### config.mk
export PLATFORM = sky130hd
export DESIGN_NAME = sram_1r1w_fifo_ctrl_flat
export DESIGN_NICKNAME = d
export VERILOG_FILES = /design/src/rtl/sram_1r1w_fifo_ctrl_if.sv /design/src/rtl/sram_1r1w_fifo_ctrl.sv /design/src/flat_wrapper.sv
export SDC_FILE = /design/constraint.sdc
export NUM_CORES = 1
export LEC_CHECK = 0
export ABC_AREA = 1
export ABC_CLOCK_PERIOD_IN_PS = 3400
export CORE_MARGIN = 2
export CORE_UTILIZATION = 41
export DETAILED_ROUTE_END_ITERATION = 10
export PLACE_DENSITY = 0.78
export SLEW_MARGIN = 20
export SYNTH_ARGS = -nofsm -noshare
export SYNTH_HDL_FRONTEND = slang
export SYNTH_SLANG_ARGS = --single-unit
### constraint.sdc
create_clock -name clk -period 3.4 [get_ports clk]
set_clock_uncertainty 0.1 [all_clocks]
set_input_delay 0.85 -clock clk [delete_from_list [all_inputs] [get_ports clk]]
set_output_delay 0.85 -clock clk [all_outputs]
set_load 0.05 [all_outputs]
### src/rtl/sram_1r1w_fifo_ctrl_if.sv
// Push/pop handshake bundle for sram_1r1w_fifo_ctrl.
// slave  : the FIFO controller side.
// master : the producer/consumer side.
interface sram_1r1w_fifo_ctrl_if #(
   parameter int DATA_WIDTH = 23,
   parameter int ADDR_WIDTH = 5
);
   logic                  in_valid;
   logic                  in_ready;
   logic [DATA_WIDTH-1:0] in_data;
   logic                  out_valid;
   logic                  out_ready;
   logic [DATA_WIDTH-1:0] out_data;
   logic [ADDR_WIDTH:0]   count;

   modport slave (
      input  in_valid, in_data, out_ready,
      output in_ready, out_valid, out_data, count
   );

   modport master (
      output in_valid, in_data, out_ready,
      input  in_ready, out_valid, out_data, count
   );
endinterface

### src/rtl/sram_1r1w_fifo_ctrl.sv
// FIFO controller around an external 1R1W SRAM macro (port 0 write, port 1 read).
// A 2-entry output buffer hides the macro's one-cycle read latency so both sides
// sustain 1 word/cycle. Capacity is DEPTH words in SRAM plus 2 in the buffer.
// Optional macro FIFO_BYPASS_EN: when nothing older sits in SRAM or in flight,
// a pushed word goes straight into the output buffer (1-cycle empty latency).
module sram_1r1w_fifo_ctrl #(
   parameter int DATA_WIDTH = 23,
   parameter int ADDR_WIDTH = 5
) (
   input  logic                   clk,
   input  logic                   rst,
   sram_1r1w_fifo_ctrl_if.slave   bus,
   output logic                   sram_csb0,
   output logic [ADDR_WIDTH-1:0]  sram_addr0,
   output logic [DATA_WIDTH-1:0]  sram_din0,
   output logic                   sram_csb1,
   output logic [ADDR_WIDTH-1:0]  sram_addr1,
   input  logic [DATA_WIDTH-1:0]  sram_dout1
);
   localparam int DEPTH = 1 << ADDR_WIDTH;
   localparam logic [ADDR_WIDTH:0] DEPTH_C = (ADDR_WIDTH+1)'(DEPTH);

   logic [ADDR_WIDTH-1:0] r_wptr, r_rptr;
   logic [ADDR_WIDTH:0]   r_sram_cnt;
   logic                  r_inflight;
   logic [1:0]            r_ob_cnt;
   logic                  r_ob_hd;
   logic [DATA_WIDTH-1:0] r_ob [2];

   logic                  w_in_ready, w_push, w_pop, w_byp, w_wr, w_rd;
   logic                  w_ob_wr, w_tail;
   logic [1:0]            w_pend;
   logic [DATA_WIDTH-1:0] w_ob_din;

   // Handshake decode, prefetch decision and output-buffer write steering.
   always_comb begin
      w_in_ready = !rst && (r_sram_cnt < DEPTH_C);
      w_push     = bus.in_valid && w_in_ready;
      w_pop      = (r_ob_cnt != 2'd0) && bus.out_ready;
      // Buffer slots that will be claimed after this edge (held + in flight - leaving).
      w_pend     = r_ob_cnt + {1'b0, r_inflight} - {1'b0, w_pop};
`ifdef FIFO_BYPASS_EN
      w_byp      = w_push && (r_sram_cnt == '0) && !r_inflight &&
                   ((r_ob_cnt - {1'b0, w_pop}) < 2'd2);
`else
      w_byp      = 1'b0;
`endif
      w_wr       = w_push && !w_byp;
      // sram_cnt>0 keeps the read off the address being written this cycle.
      w_rd       = !rst && (r_sram_cnt != '0) && (w_pend < 2'd2);
      // Capture and bypass are exclusive: bypass needs nothing in flight.
      w_ob_wr    = r_inflight || w_byp;
      w_ob_din   = r_inflight ? sram_dout1 : bus.in_data;
      // Tail = head + count (mod 2); with count 2 the tail is the slot being popped.
      w_tail     = r_ob_hd ^ r_ob_cnt[0];
   end

   // Pointer, occupancy and read-in-flight state.
   always_ff @(posedge clk) begin
      if (rst) begin
         r_wptr     <= '0;
         r_rptr     <= '0;
         r_sram_cnt <= '0;
         r_inflight <= 1'b0;
         r_ob_cnt   <= 2'd0;
         r_ob_hd    <= 1'b0;
      end else begin
         if (w_wr) r_wptr <= r_wptr + ADDR_WIDTH'(1);
         if (w_rd) r_rptr <= r_rptr + ADDR_WIDTH'(1);
         r_sram_cnt <= r_sram_cnt + (ADDR_WIDTH+1)'(w_wr) - (ADDR_WIDTH+1)'(w_rd);
         // Read data is only valid at the edge ending the cycle after issue.
         r_inflight <= w_rd;
         r_ob_cnt   <= r_ob_cnt + 2'(w_ob_wr) - 2'(w_pop);
         if (w_pop) r_ob_hd <= ~r_ob_hd;
      end
   end

   // Output buffer storage; contents are qualified by r_ob_cnt so no reset.
   always_ff @(posedge clk) begin
      if (w_ob_wr) r_ob[w_tail] <= w_ob_din;
   end

   // Macro port and handshake outputs.
   always_comb begin
      bus.in_ready  = w_in_ready;
      bus.out_valid = (r_ob_cnt != 2'd0);
      bus.out_data  = r_ob[r_ob_hd];
      bus.count     = r_sram_cnt + (ADDR_WIDTH+1)'(r_inflight) + (ADDR_WIDTH+1)'(r_ob_cnt);
      sram_csb0     = !w_wr;
      sram_addr0    = r_wptr;
      sram_din0     = bus.in_data;
      sram_csb1     = !w_rd;
      sram_addr1    = r_rptr;
   end

`ifndef SYNTHESIS
   a_no_addr_collision: assert property (@(posedge clk) disable iff (rst)
      !(!sram_csb0 && !sram_csb1 && (sram_addr0 == sram_addr1)));
`endif
endmodule

### src/flat_wrapper.sv
// flat-port wrapper written by rule: the top's interface ports become plain ports
module sram_1r1w_fifo_ctrl_flat 
#(
   parameter int DATA_WIDTH = 23,
   parameter int ADDR_WIDTH = 5
)
  (clk, rst, sram_csb0, sram_addr0, sram_din0, sram_csb1, sram_addr1, sram_dout1, bus_in_valid, bus_in_data, bus_out_ready, bus_in_ready, bus_out_valid, bus_out_data, bus_count);
  sram_1r1w_fifo_ctrl_if #(.DATA_WIDTH(DATA_WIDTH), .ADDR_WIDTH(ADDR_WIDTH)) bus_i ();
  input  logic clk;
  input  logic rst;
  output logic sram_csb0;
  output logic [ADDR_WIDTH-1:0] sram_addr0;
  output logic [DATA_WIDTH-1:0] sram_din0;
  output logic sram_csb1;
  output logic [ADDR_WIDTH-1:0] sram_addr1;
  input  logic [DATA_WIDTH-1:0] sram_dout1;
  input wire logic [$bits(bus_i.in_valid)-1:0] bus_in_valid;
  input wire logic [$bits(bus_i.in_data)-1:0] bus_in_data;
  input wire logic [$bits(bus_i.out_ready)-1:0] bus_out_ready;
  output wire logic [$bits(bus_i.in_ready)-1:0] bus_in_ready;
  output wire logic [$bits(bus_i.out_valid)-1:0] bus_out_valid;
  output wire logic [$bits(bus_i.out_data)-1:0] bus_out_data;
  output wire logic [$bits(bus_i.count)-1:0] bus_count;
  assign bus_i.in_valid = bus_in_valid;
  assign bus_i.in_data = bus_in_data;
  assign bus_i.out_ready = bus_out_ready;
  assign bus_in_ready = bus_i.in_ready;
  assign bus_out_valid = bus_i.out_valid;
  assign bus_out_data = bus_i.out_data;
  assign bus_count = bus_i.count;
  sram_1r1w_fifo_ctrl #(.DATA_WIDTH(DATA_WIDTH), .ADDR_WIDTH(ADDR_WIDTH)) u_core (.clk(clk), .rst(rst), .bus(bus_i), .sram_csb0(sram_csb0), .sram_addr0(sram_addr0), .sram_din0(sram_din0), .sram_csb1(sram_csb1), .sram_addr1(sram_addr1), .sram_dout1(sram_dout1));
endmodule
==> flow_summary.ini <==
[finish]
area_delta_synth_final_pct = 42.7
fin_nets = 506
instances_no_fill = 548
drive_gt1_share_pct = 23.7
antenna_cells = 0

[yosys]
synthMuxAreaShare_pct = 7.61
synthTopCellsByArea = edfxtp_1 (41%), dfxtp_1 (12%), nand2_1 (10%)
synth_fp_nets = 401
avgSynthCellArea_um2 = 10.2
synth_ff_type = edfxtp_1
yosys_warnings = 0
synth-xor-area-share_pct = 2.32
yosys.area_share.simple_pct = 16.8
synthAdderAreaFrac_pct = 7.28
synth.ff_latch_count = 67
synthCells = 333
synth.top_cells.by_count = nand2_1 (95), edfxtp_1 (46), inv_1 (30)
yosysUniqueCellTypes = 30
synth.most_common_cell = nand2_1
ys_seq_area_share_pct = 52.9
synth_edf_count = 46
synth_compound_area_share_pct = 2.83
post-synth-top-area-cell = edfxtp_1
synth_top_family_by_area = simple AND/OR/NAND/NOR gates
synth-async-reset-ratio_pct = 0
syn_area_um2 = 3400
yosysTopAreaCellShare_pct = 40.6

[clocking]
hold_buffers = 0
cts.sinks = 67
cts_buffers = 9
cts-root-buf = clkbuf_8
clkLatencyLatePin_ps = 340
clockBufferDepth = 2
cts_tree = done
cts.clk_slew.worst_paths_ps = 70
htree_num_levels = 3

[die]
die_w_um = 95.1
rows = 33
ios = 116
core_area_um2 = 8130
start_util_pct = 41.9
die_h_um = 95.1
dieArea_um2 = 9050

[global_routing]
grt_usage_pct = 17.5
grt_pass1_wl_mm = 11.9
antenna_found_initial = 0
grt_max_degree = 24
overflow = 0
grt_pass1_vias = 2571

[power]
p_per_area_nw_per_um2 = 1000
switchingPower_mw = 2.18
ir_drop_mv = 0.560
p_int_mw = 2.68
p_leak_nw = 2.06
p_seq_share_pct = 27.5
netSwitchingFraction_pct = 44.8
pwr-share-clk_pct = 14.3
pwr-share-comb_pct = 58.3

[route]
drc_errors = 0
vias = 2587
drtPass1Iterations = 4
drt-total-wl_mm = 7.74
postRouteAntennaNets = 0
routedWlPerCell_um = 14.1
drt_iter0_markers = 66
viasPerCell = 4.72

[sta]
finalHoldViolCount = 0
hold_slack_ps = 404
rsz0062_at_grt = false
report.final.slew_viol_count = 0
setup_violations = 0
max_freq_ghz = 0.303
finalCritPeriodShare_pct = 97.2
fin_setup_tns_ps = 0
worstMarginPinSlew_ps = 527
finalCriticalPeriod_ps = 3300
max_slew_margin_pct = 64.7

[setup_path]
arrival_ps = 2350
reg2reg_from = u_core.r_ob_cnt[0]$_SDFF_PP0_
crit_end = sram_csb1
r2r_end = u_core.r_sram_cnt[4]$_SDFF_PP0_
r2r_slack_ps = 300
startpoint_type = input port
crit_fanout = 4
critical_path.endpoint_type = primary output
r2r_cells = 23
startpoint = bus_out_ready
cp_data_required_time_ps = 2450
critical_path_class = input port to primary output

[run]
maxCapViolCount = 0

[placed_design]
place_inst = 530
portBuffers = 115
dp_hpwl_mm = 5.50
gp_congestion = 0.787

[status]
run_status = completed

[hold_path]
hold_class = flip-flop to flip-flop
routing by layer:
layer	track usage (%)	routed length (um)	up-vias
li1	-	-	1272
met1	19.6	3040	1202
met2	31.5	3980	95
met5	0	0	-
met4	7.00	140	0
met3	4.66	578	18
cell families (layout without fill, tap and decap cells):
family / Yosys count / count (layout)
buffers and inverters: 64 / 174
adders and majority gates: 18 / 18
AOI/OAI and AO/OA: 18 / 18
xor gates and xnor gates: 9 / 9
and+or+nand+nor: 134 / 134
muxes: 23 / 23
DFF: 67 / 67
layout by cell type, fill, tap and decap left out, types with 3 or more instances in the layout:
master	count
nand2_2	3
nor2_1	17
nand2_1	93
clkdlybuf4s50_1	82
clkbuf_8	9
xor2_1	6
nor2_2	4
a21oi_1	10
buf_4	34
inv_2	4
dfxtp_1	20
mux2_2	23
ha_1	11
inv_1	26
buf_12	8
o21ai_0	5
edfxtp_1	46
nand3_1	10
repair_timing:
item	4_1_cts	5_1_grt
resized for setup	15	4
setup endpoints to repair	2	4
endpoints found under the hold margin	0	0
cloned	0	0
pin swaps	8	3
setup buffers	2	0
metrics by stage:
step	total power, mW	utilization (%)	instance area, um^2	setup slack, ps
after floorplan	3.14	-	3430	35.1
after global placement	3.99	56.2	4570	-353
after detailed placement	4.06	56.2	4570	-538
after CTS	4.87	59.6	4850	63.3
after global routing	5.14	59.7	4860	16.8
final	4.86	59.7	4860	95.7
worst min path at each step:
| stage | startpoint | endpoint | slack, ps | cells after the start |
|---|---|---|---|---|
| 6_report | u_core.r_ob_hd$_SDFFE_PP0P_ | u_core.r_ob_hd$_SDFFE_PP0P_ | 400 | 1 |
| 5_1_grt | u_core.r_ob_hd$_SDFFE_PP0P_ | u_core.r_ob_hd$_SDFFE_PP0P_ | 430 | 1 |
| 4_1_cts | u_core.r_ob_hd$_SDFFE_PP0P_ | u_core.r_ob_hd$_SDFFE_PP0P_ | 400 | 1 |
| 3_5_place_dp | u_core.r_ob_hd$_SDFFE_PP0P_ | u_core.r_ob_hd$_SDFFE_PP0P_ | 380 | 1 |
| 3_3_place_gp | u_core.r_ob_hd$_SDFFE_PP0P_ | u_core.r_ob_hd$_SDFFE_PP0P_ | 380 | 1 |
| 2_1_floorplan | u_core.r_ob_hd$_SDFFE_PP0P_ | flip-flop | 350 | 1 |
area by class of cell:
cell class,count,area (um^2)
tap,105,131
clock inverter,6,80.1
clock buffer,10,128
multi-input combinational,202,1330
timing repair buffer,126,1260
inverter,32,125
sequential,67,1800
fill,670,3280
worst max-delay path, stage by stage:
cell           delay [ps]
dlygate4sd2_1         230
nand2_1                60
inv_2                  60
ha_4                  260
inv_1                  30
ha_2                  180
inv_2                  60
nand2_2                50
nand2_1                60
nand2_1                60
nand2_2               110
nand2_8                70
buf_8                 130
buf_12                140
power groups by stage:
stage / logic (mW) / clock network [mW] / registers, mW
2_1_floorplan: 1.72 / 0 / 1.42
3_3_place_gp: 2.66 / 0 / 1.33
3_5_place_dp: 2.71 / 0 / 1.35
4_1_cts: 2.82 / 0.711 / 1.33
5_1_grt: 3.04 / 0.743 / 1.36
6_report: 2.83 / 0.692 / 1.34
state kept, by name, indices dropped and copies added, names as in the netlist, named ones only:
name	count
u_core.r_inflight	1
u_core.sram_addr0	5
u_core.sram_addr1	5
u_core.r_ob_hd	1
u_core.r_ob	46
u_core.r_sram_cnt	6
u_core.r_ob_cnt	2
No activity file was read; power rests on OpenSTA's default activity.
